File: config.mk
export PLATFORM = sky130hd
export DESIGN_NAME = imem_loader
export DESIGN_NICKNAME = d
export VERILOG_FILES = /design/src/rtl/imem_loader.sv
export SDC_FILE = /design/constraint.sdc
export NUM_CORES = 1
export LEC_CHECK = 0
export ABC_AREA = 0
export BUFFER_PORTS_ARGS = -buffer_cell sky130_fd_sc_hd__buf_2
export CAP_MARGIN = 20
export CORE_UTILIZATION = 53
export CTS_CLUSTER_SIZE = 25
export DETAILED_ROUTE_END_ITERATION = 10
export GPL_TIMING_DRIVEN = 0
export PLACE_DENSITY = 0.77
export SYNTH_ARGS = -nofsm -noshare
export SYNTH_HDL_FRONTEND = slang
export SYNTH_SLANG_ARGS = --single-unit
File: constraint.sdc
create_clock -name clk -period 2.2 [get_ports clk]
set_input_delay 0 -clock clk [delete_from_list [all_inputs] [get_ports clk]]
set_output_delay 0 -clock clk [all_outputs]
set_load 0.05 [all_outputs]
File: src/rtl/imem_loader.sv
// imem_loader: writer side of the instruction memory.
//
// Takes a program as a byte stream over a valid/ready handshake and packs
// every four bytes into one little-endian 32-bit instruction word. Each
// finished word is written to instruction memory at a word-aligned byte
// address, starting at 0. The processor is held in reset for the whole load
// session, so it fetches from PC 0 only after the complete image is in place.
//
// Parameters:
//   DEPTH      instruction memory size in 32-bit words
//   ADDR_W     word index width, log2(DEPTH)
//
// Ports:
//   clk         rising-edge clock
//   reset       asynchronous, active-low reset
//   start       one-cycle request to begin a load; sampled only when idle
//   word_count  number of words to load, latched on an accepted start
//   rx_data     program byte
//   rx_valid    rx_data is valid
//   rx_ready    loader accepts a byte this cycle
//   mem_we      one-cycle instruction memory write strobe
//   mem_addr    byte address of the write (always a multiple of 4)
//   mem_wdata   instruction word being written
//   cpu_hold    keeps the processor in reset while a session is active
//   busy        high whenever the loader is not idle
//   done        one-cycle pulse when a session completes
//   err         one-cycle pulse when a start request is rejected
module imem_loader #(
  parameter int DEPTH  = 64,
  parameter int ADDR_W = 6
) (
  input  logic              clk,
  input  logic              reset,
  input  logic              start,
  input  logic [ADDR_W:0]   word_count,
  input  logic [7:0]        rx_data,
  input  logic              rx_valid,
  output logic              rx_ready,
  output logic              mem_we,
  output logic [31:0]       mem_addr,
  output logic [31:0]       mem_wdata,
  output logic              cpu_hold,
  output logic              busy,
  output logic              done,
  output logic              err
);

  typedef enum logic [1:0] {
    IDLE    = 2'd0,
    COLLECT = 2'd1,
    WRITE   = 2'd2,
    DONE    = 2'd3
  } state_t;

  localparam logic [ADDR_W:0] MAX_COUNT = (ADDR_W + 1)'(DEPTH);
  localparam logic [ADDR_W:0] ONE       = (ADDR_W + 1)'(1);

  state_t            state;
  logic [ADDR_W-1:0] word_idx;
  logic [ADDR_W-1:0] word_last;   // index of the final word of the session
  logic [1:0]        byte_idx;
  logic [23:0]       byte_buf;    // bytes 0..2 of the word being assembled
  logic              count_ok;
  logic              byte_acc;

  assign count_ok = (word_count != '0) && (word_count <= MAX_COUNT);
  assign byte_acc = rx_valid && rx_ready;

  always_ff @(posedge clk or negedge reset) begin
    if (!reset) begin
      state     <= IDLE;
      word_idx  <= '0;
      word_last <= '0;
      byte_idx  <= '0;
      byte_buf  <= '0;
      rx_ready  <= 1'b0;
      mem_we    <= 1'b0;
      mem_addr  <= '0;
      mem_wdata <= '0;
      cpu_hold  <= 1'b0;
      busy      <= 1'b0;
      done      <= 1'b0;
      err       <= 1'b0;
    end else begin
      // Strobes default low; address and data hold their last written value.
      mem_we <= 1'b0;
      done   <= 1'b0;
      err    <= 1'b0;

      case (state)
        IDLE: begin
          if (start) begin
            if (count_ok) begin
              // Store the last index rather than the count so the WRITE
              // state needs only an equality compare against word_idx.
              word_last <= ADDR_W'(word_count - ONE);
              word_idx  <= '0;
              byte_idx  <= '0;
              state     <= COLLECT;
              rx_ready  <= 1'b1;
              cpu_hold  <= 1'b1;
              busy      <= 1'b1;
            end else begin
              err <= 1'b1;
            end
          end
        end

        COLLECT: begin
          if (byte_acc) begin
            byte_idx <= byte_idx + 2'd1;
            case (byte_idx)
              2'd0: byte_buf[7:0]   <= rx_data;
              2'd1: byte_buf[15:8]  <= rx_data;
              2'd2: byte_buf[23:16] <= rx_data;
              default: begin
                // Fourth byte goes straight into the top lane of the write.
                mem_we    <= 1'b1;
                mem_addr  <= {{(30 - ADDR_W){1'b0}}, word_idx, 2'b00};
                mem_wdata <= {rx_data, byte_buf};
                rx_ready  <= 1'b0;
                state     <= WRITE;
              end
            endcase
          end
        end

        WRITE: begin
          word_idx <= word_idx + ADDR_W'(1);
          byte_idx <= '0;
          if (word_idx == word_last) begin
            state <= DONE;
            done  <= 1'b1;
          end else begin
            state    <= COLLECT;
            rx_ready <= 1'b1;
          end
        end

        DONE: begin
          state    <= IDLE;
          cpu_hold <= 1'b0;
          busy     <= 1'b0;
        end

        default: begin
          state    <= IDLE;
          rx_ready <= 1'b0;
          cpu_hold <= 1'b0;
          busy     <= 1'b0;
        end
      endcase
    end
  end

endmodule

==> metrics.log, run 1 <==
[metrics] category of the worst setup path capture point: register
[metrics] critical hold path startpoint: word_count[1]
[metrics] final core utilization: 0.692
[metrics] proportion of synthesized flip-flops having asynchronous set or reset: 1.00
[metrics] Final period util: 0.981
[metrics] Slew headroom: 0.508
[metrics] status: finished with violations
[metrics] number of enable flip-flop cells after synthesis: 0
[metrics] Worst Path Required: roughly 2.4 ns
[metrics] port buffer count: 62
[metrics] via total after detailed routing: 2346
[metrics] power density normalized to cell area: around 1500 nW/um^2
[metrics] worst-margin pin slew: 0.738 ns
[metrics] cell type with the highest aggregate area in the netlist: dfrtp_1
[metrics] setup slack of the most critical reg-to-reg path: 0.19 ns
[metrics] Placer Congestion: between 0.7 and 0.8
[metrics] count of unresolved DRC violations after routing: 8
[metrics] clk sinks: 83
[metrics] post-layout min period: 2.16 ns
[metrics] Wirelength per Cell: 14.0 um
[metrics] Total Die Area: 7200 sq um
[metrics] Static Leak: 2.30 nW
[metrics] initial standard-cell utilization of the core: 0.560
[metrics] proportion of layout cells with a drive suffix above 1: 0.460
[metrics] number of fill cells: 494
[metrics] detailed-router iteration count before antenna repair: 10
[metrics] Layout Area Growth over Synthesis: 23.6%
[metrics] global-route wire length before repair: roughly 11000 um
[metrics] number of warnings issued by yosys: 0
[metrics] post-layout power: approximately 6.6 mW
[metrics] Top FF cell, synth: dfrtp_1
[metrics] final net count: around 410
[metrics] Cell Count Post-Placement: 438
[metrics] WHS Path Cells: 4
[metrics] fraction of post-synthesis cell area in the top cell type by area: 0.571
[metrics] number of antenna diodes: 0
[metrics] number of vias per cell after detailed routing: 5.03
[metrics] buffer cell driving the clock tree root: clkbuf_8
[metrics] Core Region: 6490 sq um
[metrics] nature of the critical path startpoint: input pin
[metrics] total CTS buffers: 9
[metrics] I/O Pins: 89
[metrics] worst reg2reg startpoint: rx_ready
[metrics] CTS tree: built
[metrics] Clk pin slew, worst setup/hold paths: approximately 0.080 ns
[metrics] post-DP HPWL: 4490 um
[metrics] horizontal die dimension: between 80 and 90 um
[metrics] kind of critical path: input pin to register
[metrics] Max-Cap Viols: 0
[metrics] via count of the first global-routing pass: 2246
[metrics] final number of setup-violating endpoints: 0
[metrics] min-delay worst type: input pin to register
[metrics] Mapped Cells: about 270
[metrics] Final Slew Violations: 0
[metrics] Core Rows: 29
[metrics] FF+latch count, synth: just over 80
[metrics] Cell variety after synth: 36
[metrics] mean post-synth cell area: around 13 sq um
[metrics] post-route clock skew: approximately 0.012 ns
[metrics] total detailed-routing wirelength: ~6500 um
[metrics] H-tree levels: 3
[metrics] post-route cell area: 4490 sq um
[metrics] synth top area cells: dfrtp_1 57%, mux2_2 21%, buf_4 5.6%
[metrics] Post-DP Area: between 4000 and 5000 sq um
[metrics] count of non-filler cells in the finished layout: 466
[metrics] Clock Latency Late Sink: between 0.3 and 0.4 ns
[metrics] DR iter-0 viols: 135
[metrics] largest net degree at the start of global routing: 51
[metrics] fmax: around 460 MHz
[metrics] Peak VDD IR: about 0.00076 V
[metrics] Worst Reg2Reg Path Length in Cells: 5
[metrics] violations in the final reports: DRC
[metrics] register area share after synthesis: 0.571
[metrics] antenna-violating nets left: 0
[metrics] hold violation total from the final report: 0
[metrics] CP Data Arrival Time: 2.39 ns
[metrics] combined area of all synthesized cells: 3640 sq um
[metrics] critical-path maximum fanout: 7
[metrics] total routing usage reported by global routing: 0.200
[metrics] antenna violations before repair: 0
[metrics] overflow left after global routing: 0
[metrics] largest buffer count on any clock path: 2
[metrics] DIE HEIGHT: between 80 and 90 um
[metrics] critical path launch point: word_count[0]
## placed cells by master (no fill, tap or decap), types with 2 or more instances in the layout
cell / Yosys / routed
a31oi_1: 4 / 4
ha_1: 6 / 6
clkinv_4: 0 / 2
inv_6: 0 / 2
nor2_1: 7 / 7
conb_1: 1 / 26
nor3_1: 3 / 3
clkinv_2: 0 / 2
mux2i_1: 2 / 2
buf_4: 27 / 28
nand2b_1: 3 / 3
o32ai_1: 2 / 2
xor2_1: 3 / 3
clkbuf_1: 3 / 3
inv_1: 6 / 6
a21oi_1: 3 / 3
mux2_2: 67 / 67
nand2_1: 17 / 17
buf_1: 4 / 4
clkbuf_8: 0 / 9
buf_2: 0 / 61
nand3_1: 4 / 4
dfrtp_1: 83 / 83
dlygate4sd3_1: 0 / 12
o21ai_0: 4 / 4
and3_1: 2 / 2
xnor2_1: 7 / 7
## flip-flops by register name, summed over array words and instances, names as in the netlist
register	count
rx_ready	1
mem_addr	6
mem_we	1
busy	1
err	1
byte_buf	24
state	2
word_last	6
done	1
word_idx	6
mem_wdata	32
byte_idx	2
## routing by layer
layer  vias up  track usage  wire, um
met2        75        0.322      3200
met3         7       0.0457       310
li1       1124            -         -
met1      1140        0.270      2920
met5         -            0         0
met4         0       0.0693        87
## synth_stat cells, types with 2 or more instances
cell and instances:
o21ai_0 4, nor3_1 3, xor2_1 3, o32ai_1 2, mux2_2 67, clkbuf_1 3
nand3_1 4, xnor2_1 7, buf_1 4, mux2i_1 2, dfrtp_1 83, buf_4 27
nand2b_1 3, ha_1 6, a31oi_1 4, inv_1 6, nand2_1 17, and3_1 2
nor2_1 7, a21oi_1 3
## worst max-delay path, cell delays in order
cell	delay [ns]
dlygate4sd3_1	0.53
buf_2	0.12
inv_1	0.06
ha_1	0.20
or4b_4	0.49
or3_2	0.48
nand3_4	0.16
mux2_2	0.35
## what timing repair did
action	CTS	global route
setup endpoints to repair	0	5
hold endpoints to repair	86	0
hold buffers	12	0
gates resized for setup	0	1
setup buffers	0	0
## cell type report
cell class | instances | area (sq um) | share of cell area
Sequential cell | 83 | 2080 | 0.462
Multi-Input combinational cell | 175 | 1410 | 0.314
Timing Repair Buffer | 75 | 460 | 0.102
Buffer | 34 | 229 | 0.0510
Clock buffer | 9 | 124 | 0.0276
Tap cell | 77 | 96.3 | 0.0214
Clock inverter | 7 | 75.1 | 0.0167
Inverter | 6 | 22.5 | 0.00501
## path summary, 6_finish.rpt
check	end
hold / removal	word_last[1]
setup / recovery	word_last[2]
setup reg to reg	mem_wdata[22]
hold reg to reg	mem_wdata[12]
min in group asynchronous	mem_wdata[15]
max in group asynchronous	mem_we
## power by group
part | total [mW] | switching [mW] | internal [mW]
clock | 1.09 | 0.562 | 0.533
sequential | 2.57 | 0.381 | 2.19
combinational | 2.93 | 1.92 | 1.02
total | 6.60 | 2.86 | 3.74
## kinds of logic (layout without fill, tap and decap cells)
group / Yosys count / count (layout) / share of synthesized area
AOI/OAI and AO/OA: 18 / 18 / 0.0327
xor gates and xnor gates: 10 / 10 / 0.0241
adders and majority gates: 6 / 6 / 0.0206
buffers and inverters: 40 / 131 / 0.0692
DFF: 83 / 83 / 0.571
muxes: 69 / 69 / 0.213
other: 1 / 26 / 0.00103
and+or+nand+nor: 46 / 46 / 0.0681
## metrics by stage
stage | hold WS, ns | worst slack (ns) | setup TNS (ns)
after floorplan | -0.296 | 0.279 | 0
after global placement | 0.283 | 0.204 | 0
after detailed placement | -0.0167 | 0.203 | 0
after CTS | 0.0144 | 0.0446 | 0
after global routing | 0.0530 | -0.00665 | -0.0112
final | 0.0205 | 0.0419 | 0
Note: power is estimated with default switching activity, not from simulation.
==> inputs of run 2 (changes only) <==
==> constraint.sdc (replaced) <==
create_clock -name clk -period 2.2 [get_ports clk]
set_input_delay 0.11 -clock clk [delete_from_list [all_inputs] [get_ports clk]]
set_output_delay 0.11 -clock clk [all_outputs]
set_load 0.05 [all_outputs]
==> run 2 against run 1 <==
Net effect:
- the flow still finishes with violations (DRC)
- clock skew fell by 0.00071 ns
- final area fell by 2.6%
- cell count fell by 2.4%
- non-clock buffer count fell by 11
- combinational power barely moved
- largest cell class unchanged
==> metrics.log, run 2 (synthesis results as in run 1) <==
[metrics] post-route clock skew: 0.0111 ns (-0.000710 ns)
[metrics] I/O Pins: 89 (unchanged)
[metrics] biggest registers after layout: mem_wdata x32, byte_buf x24
[metrics] CTS tree: built
[metrics] hold violation total from the final report: 0 (unchanged)
[metrics] total detailed-routing wirelength: 6260 um (-4.0%)
[metrics] most frequent cells in the layout: 83 x dfrtp_1, 67 x mux2_2, 61 x buf_2
[metrics] WHS Path Cells: 2 (-2)
[metrics] largest net degree at the start of global routing: 51 (unchanged)
[metrics] DIE HEIGHT: 84.8 um (unchanged)
[metrics] final net count: 398 (-2.7%)
[metrics] PostCTS Resize Cnt: 0 (unchanged)
[metrics] Peak VDD IR: 0.000761 V (about the same)
[metrics] buffer cell driving the clock tree root: clkbuf_8
[metrics] Core Rows: 29 (unchanged)
[metrics] clk sinks: 83 (unchanged)
[metrics] total CTS buffers: 9 (unchanged)
[metrics] Largest register FFs: 32 (unchanged)
[metrics] number of fill cells: 507 (+2.6%)
[metrics] worst-margin pin slew: 0.706 ns (-0.0322 ns)
[metrics] largest buffer count on any clock path: 2 (unchanged)
[metrics] final core utilization: 0.674 (-0.0181)
[metrics] antenna violations before repair: 0 (unchanged)
[metrics] H-tree levels: 3 (unchanged)
[metrics] Slew headroom: 0.529 (+0.0215)
[metrics] unrepaired setup endpoints after global routing: no
[metrics] via total after detailed routing: 2300 (-2.0%)
[metrics] smallest hold slack: 0.0334 ns (+0.0129 ns)
[metrics] kind of critical path: register to register
[metrics] Worst Reg2Reg Path Length in Cells: 5 (unchanged)
[metrics] setup TNS: 0 ns (unchanged)
[metrics] Worst Path Required: 2.43 ns (about the same)
[metrics] min-delay worst type: input pin to register
[metrics] initial standard-cell utilization of the core: 0.560 (unchanged)
[metrics] antenna-violating nets left: 0 (unchanged)
[metrics] Wirelength per Cell: 13.8 um (-1.7%)
[metrics] nature of the critical path startpoint: register
[metrics] total routing usage reported by global routing: 0.195 (-0.00447)
[metrics] detailed-router iteration count before antenna repair: 9 (-1)
[metrics] Total Die Area: 7200 sq um (unchanged)
[metrics] horizontal die dimension: 84.8 um (unchanged)
[metrics] Final period util: 0.900 (-0.0807)
[metrics] port buffer count: 62 (unchanged)
[metrics] number of vias per cell after detailed routing: 5.05 (+0.41%)
[metrics] status: finished with violations
[metrics] most common cell after layout, fill and taps aside: dfrtp_1
[metrics] Final Slew Violations: 0 (unchanged)
[metrics] fmax: 505 MHz (+9.0%)
[metrics] number of antenna diodes: 0 (unchanged)
[metrics] violations in the final reports: DRC
[metrics] post-DP HPWL: 4490 um (unchanged)
[metrics] Clock Latency Late Sink: 0.34 ns (about the same)
[metrics] overflow left after global routing: 0 (unchanged)
[metrics] via count of the first global-routing pass: 2187 (-2.6%)
[metrics] CP Data Arrival Time: 2.21 ns (-0.18 ns)
[metrics] multi-input logic area: 1400 sq um (-0.53%)
[metrics] Max-Cap Viols: 0 (unchanged)
[metrics] Placer Congestion: 0.788 (unchanged)
[metrics] register bank with the most flops: mem_wdata
[metrics] global-route wire length before repair: 10700 um (-2.1%)
[metrics] Layout Area Growth over Synthesis: 20.3%
[metrics] final number of setup-violating endpoints: 0 (unchanged)
[metrics] Core Region: 6490 sq um (unchanged)
[metrics] post-layout min period: 1.98 ns (-0.178 ns)
[metrics] Sequential Area: 2080 sq um (unchanged)
[metrics] category of the worst setup path capture point: register
[metrics] count of unresolved DRC violations after routing: 8 (unchanged)
[metrics] Clk pin slew, worst setup/hold paths: 0.09 ns (about the same)
[metrics] Static Leak: 2.25 nW (-2.0%)
[metrics] DR iter-0 viols: 121 (-10%)
[metrics] power density normalized to cell area: 1500 nW/um^2 (+2.3%)
[metrics] critical-path maximum fanout: 10 (+3)
[metrics] proportion of layout cells with a drive suffix above 1: 0.474 (+0.0134)
-- run 2: changes by cell type in the layout (fill, tap and decap cells not counted) --
cell,previous run,this run
dlygate4sd3_1,12,1
nand3_4,1,0
nand3_2,0,1
-- run 2: worst max-delay path, cell delays in order (launching register included) --
cell and delay, ns:
dfrtp_1 0.44, and4b_1 0.19, clkbuf_1 0.12, nand2_1 0.14
buf_1 0.56, mux2_2 0.41
-- run 2: worst paths after layout --
kind	slack, ns	to	from
min in group asynchronous	0.25	busy	reset
hold / removal	0.03	mem_wdata[30]	rx_data[6]
setup reg to reg	0.22	mem_wdata[22]	rx_ready
setup / recovery	0.22	mem_wdata[22]	rx_ready
hold reg to reg	0.50	mem_wdata[12]	byte_buf[12]
max in group asynchronous	1.37	mem_we	reset
-- run 2: where the power goes --
part           internal [mW]  switching (mW)
combinational           1.00            1.91
clock                  0.533           0.563
sequential              2.19           0.381
-- run 2: final cells by class --
cell class,instances,share of cell area
flip-flops and latches,83,0.475
multi-input cells,175,0.320
repair buffers,64,0.0801
plain buffers,34,0.0523
clock buffers,9,0.0283
well taps,77,0.0220
clock inverters,7,0.0172
inverters,6,0.00515
-- run 2: layer usage --
metal	GRT usage	vias up	part of all wire
met5	0	-	0
met4	0.0693	0	0.012
met2	0.309	64	0.49
met3	0.0467	7	0.046
li1	-	1104	-
met1	0.267	1125	0.45
-- run 2: timing repair --
| action | CTS | global route |
|---|---|---|
| endpoints found under the hold margin | 33 | 0 |
| setup endpoints to repair | 0 | 0 |
| hold buffers | 1 | 0 |
| buffers inserted | 0 | 0 |
-- run 2: through the flow --
stage          setup WS (ns)  total power, mW  instances  area [sq um]
5_1_grt               0.0688             6.98        455          4380
4_1_cts                0.191             6.64        455          4380
3_3_place_gp           0.140             5.43        437          4140
2_1_floorplan          0.279             4.86        298          3730
3_5_place_dp           0.117             5.54        438          4170
6_report               0.220             6.58        455          4380
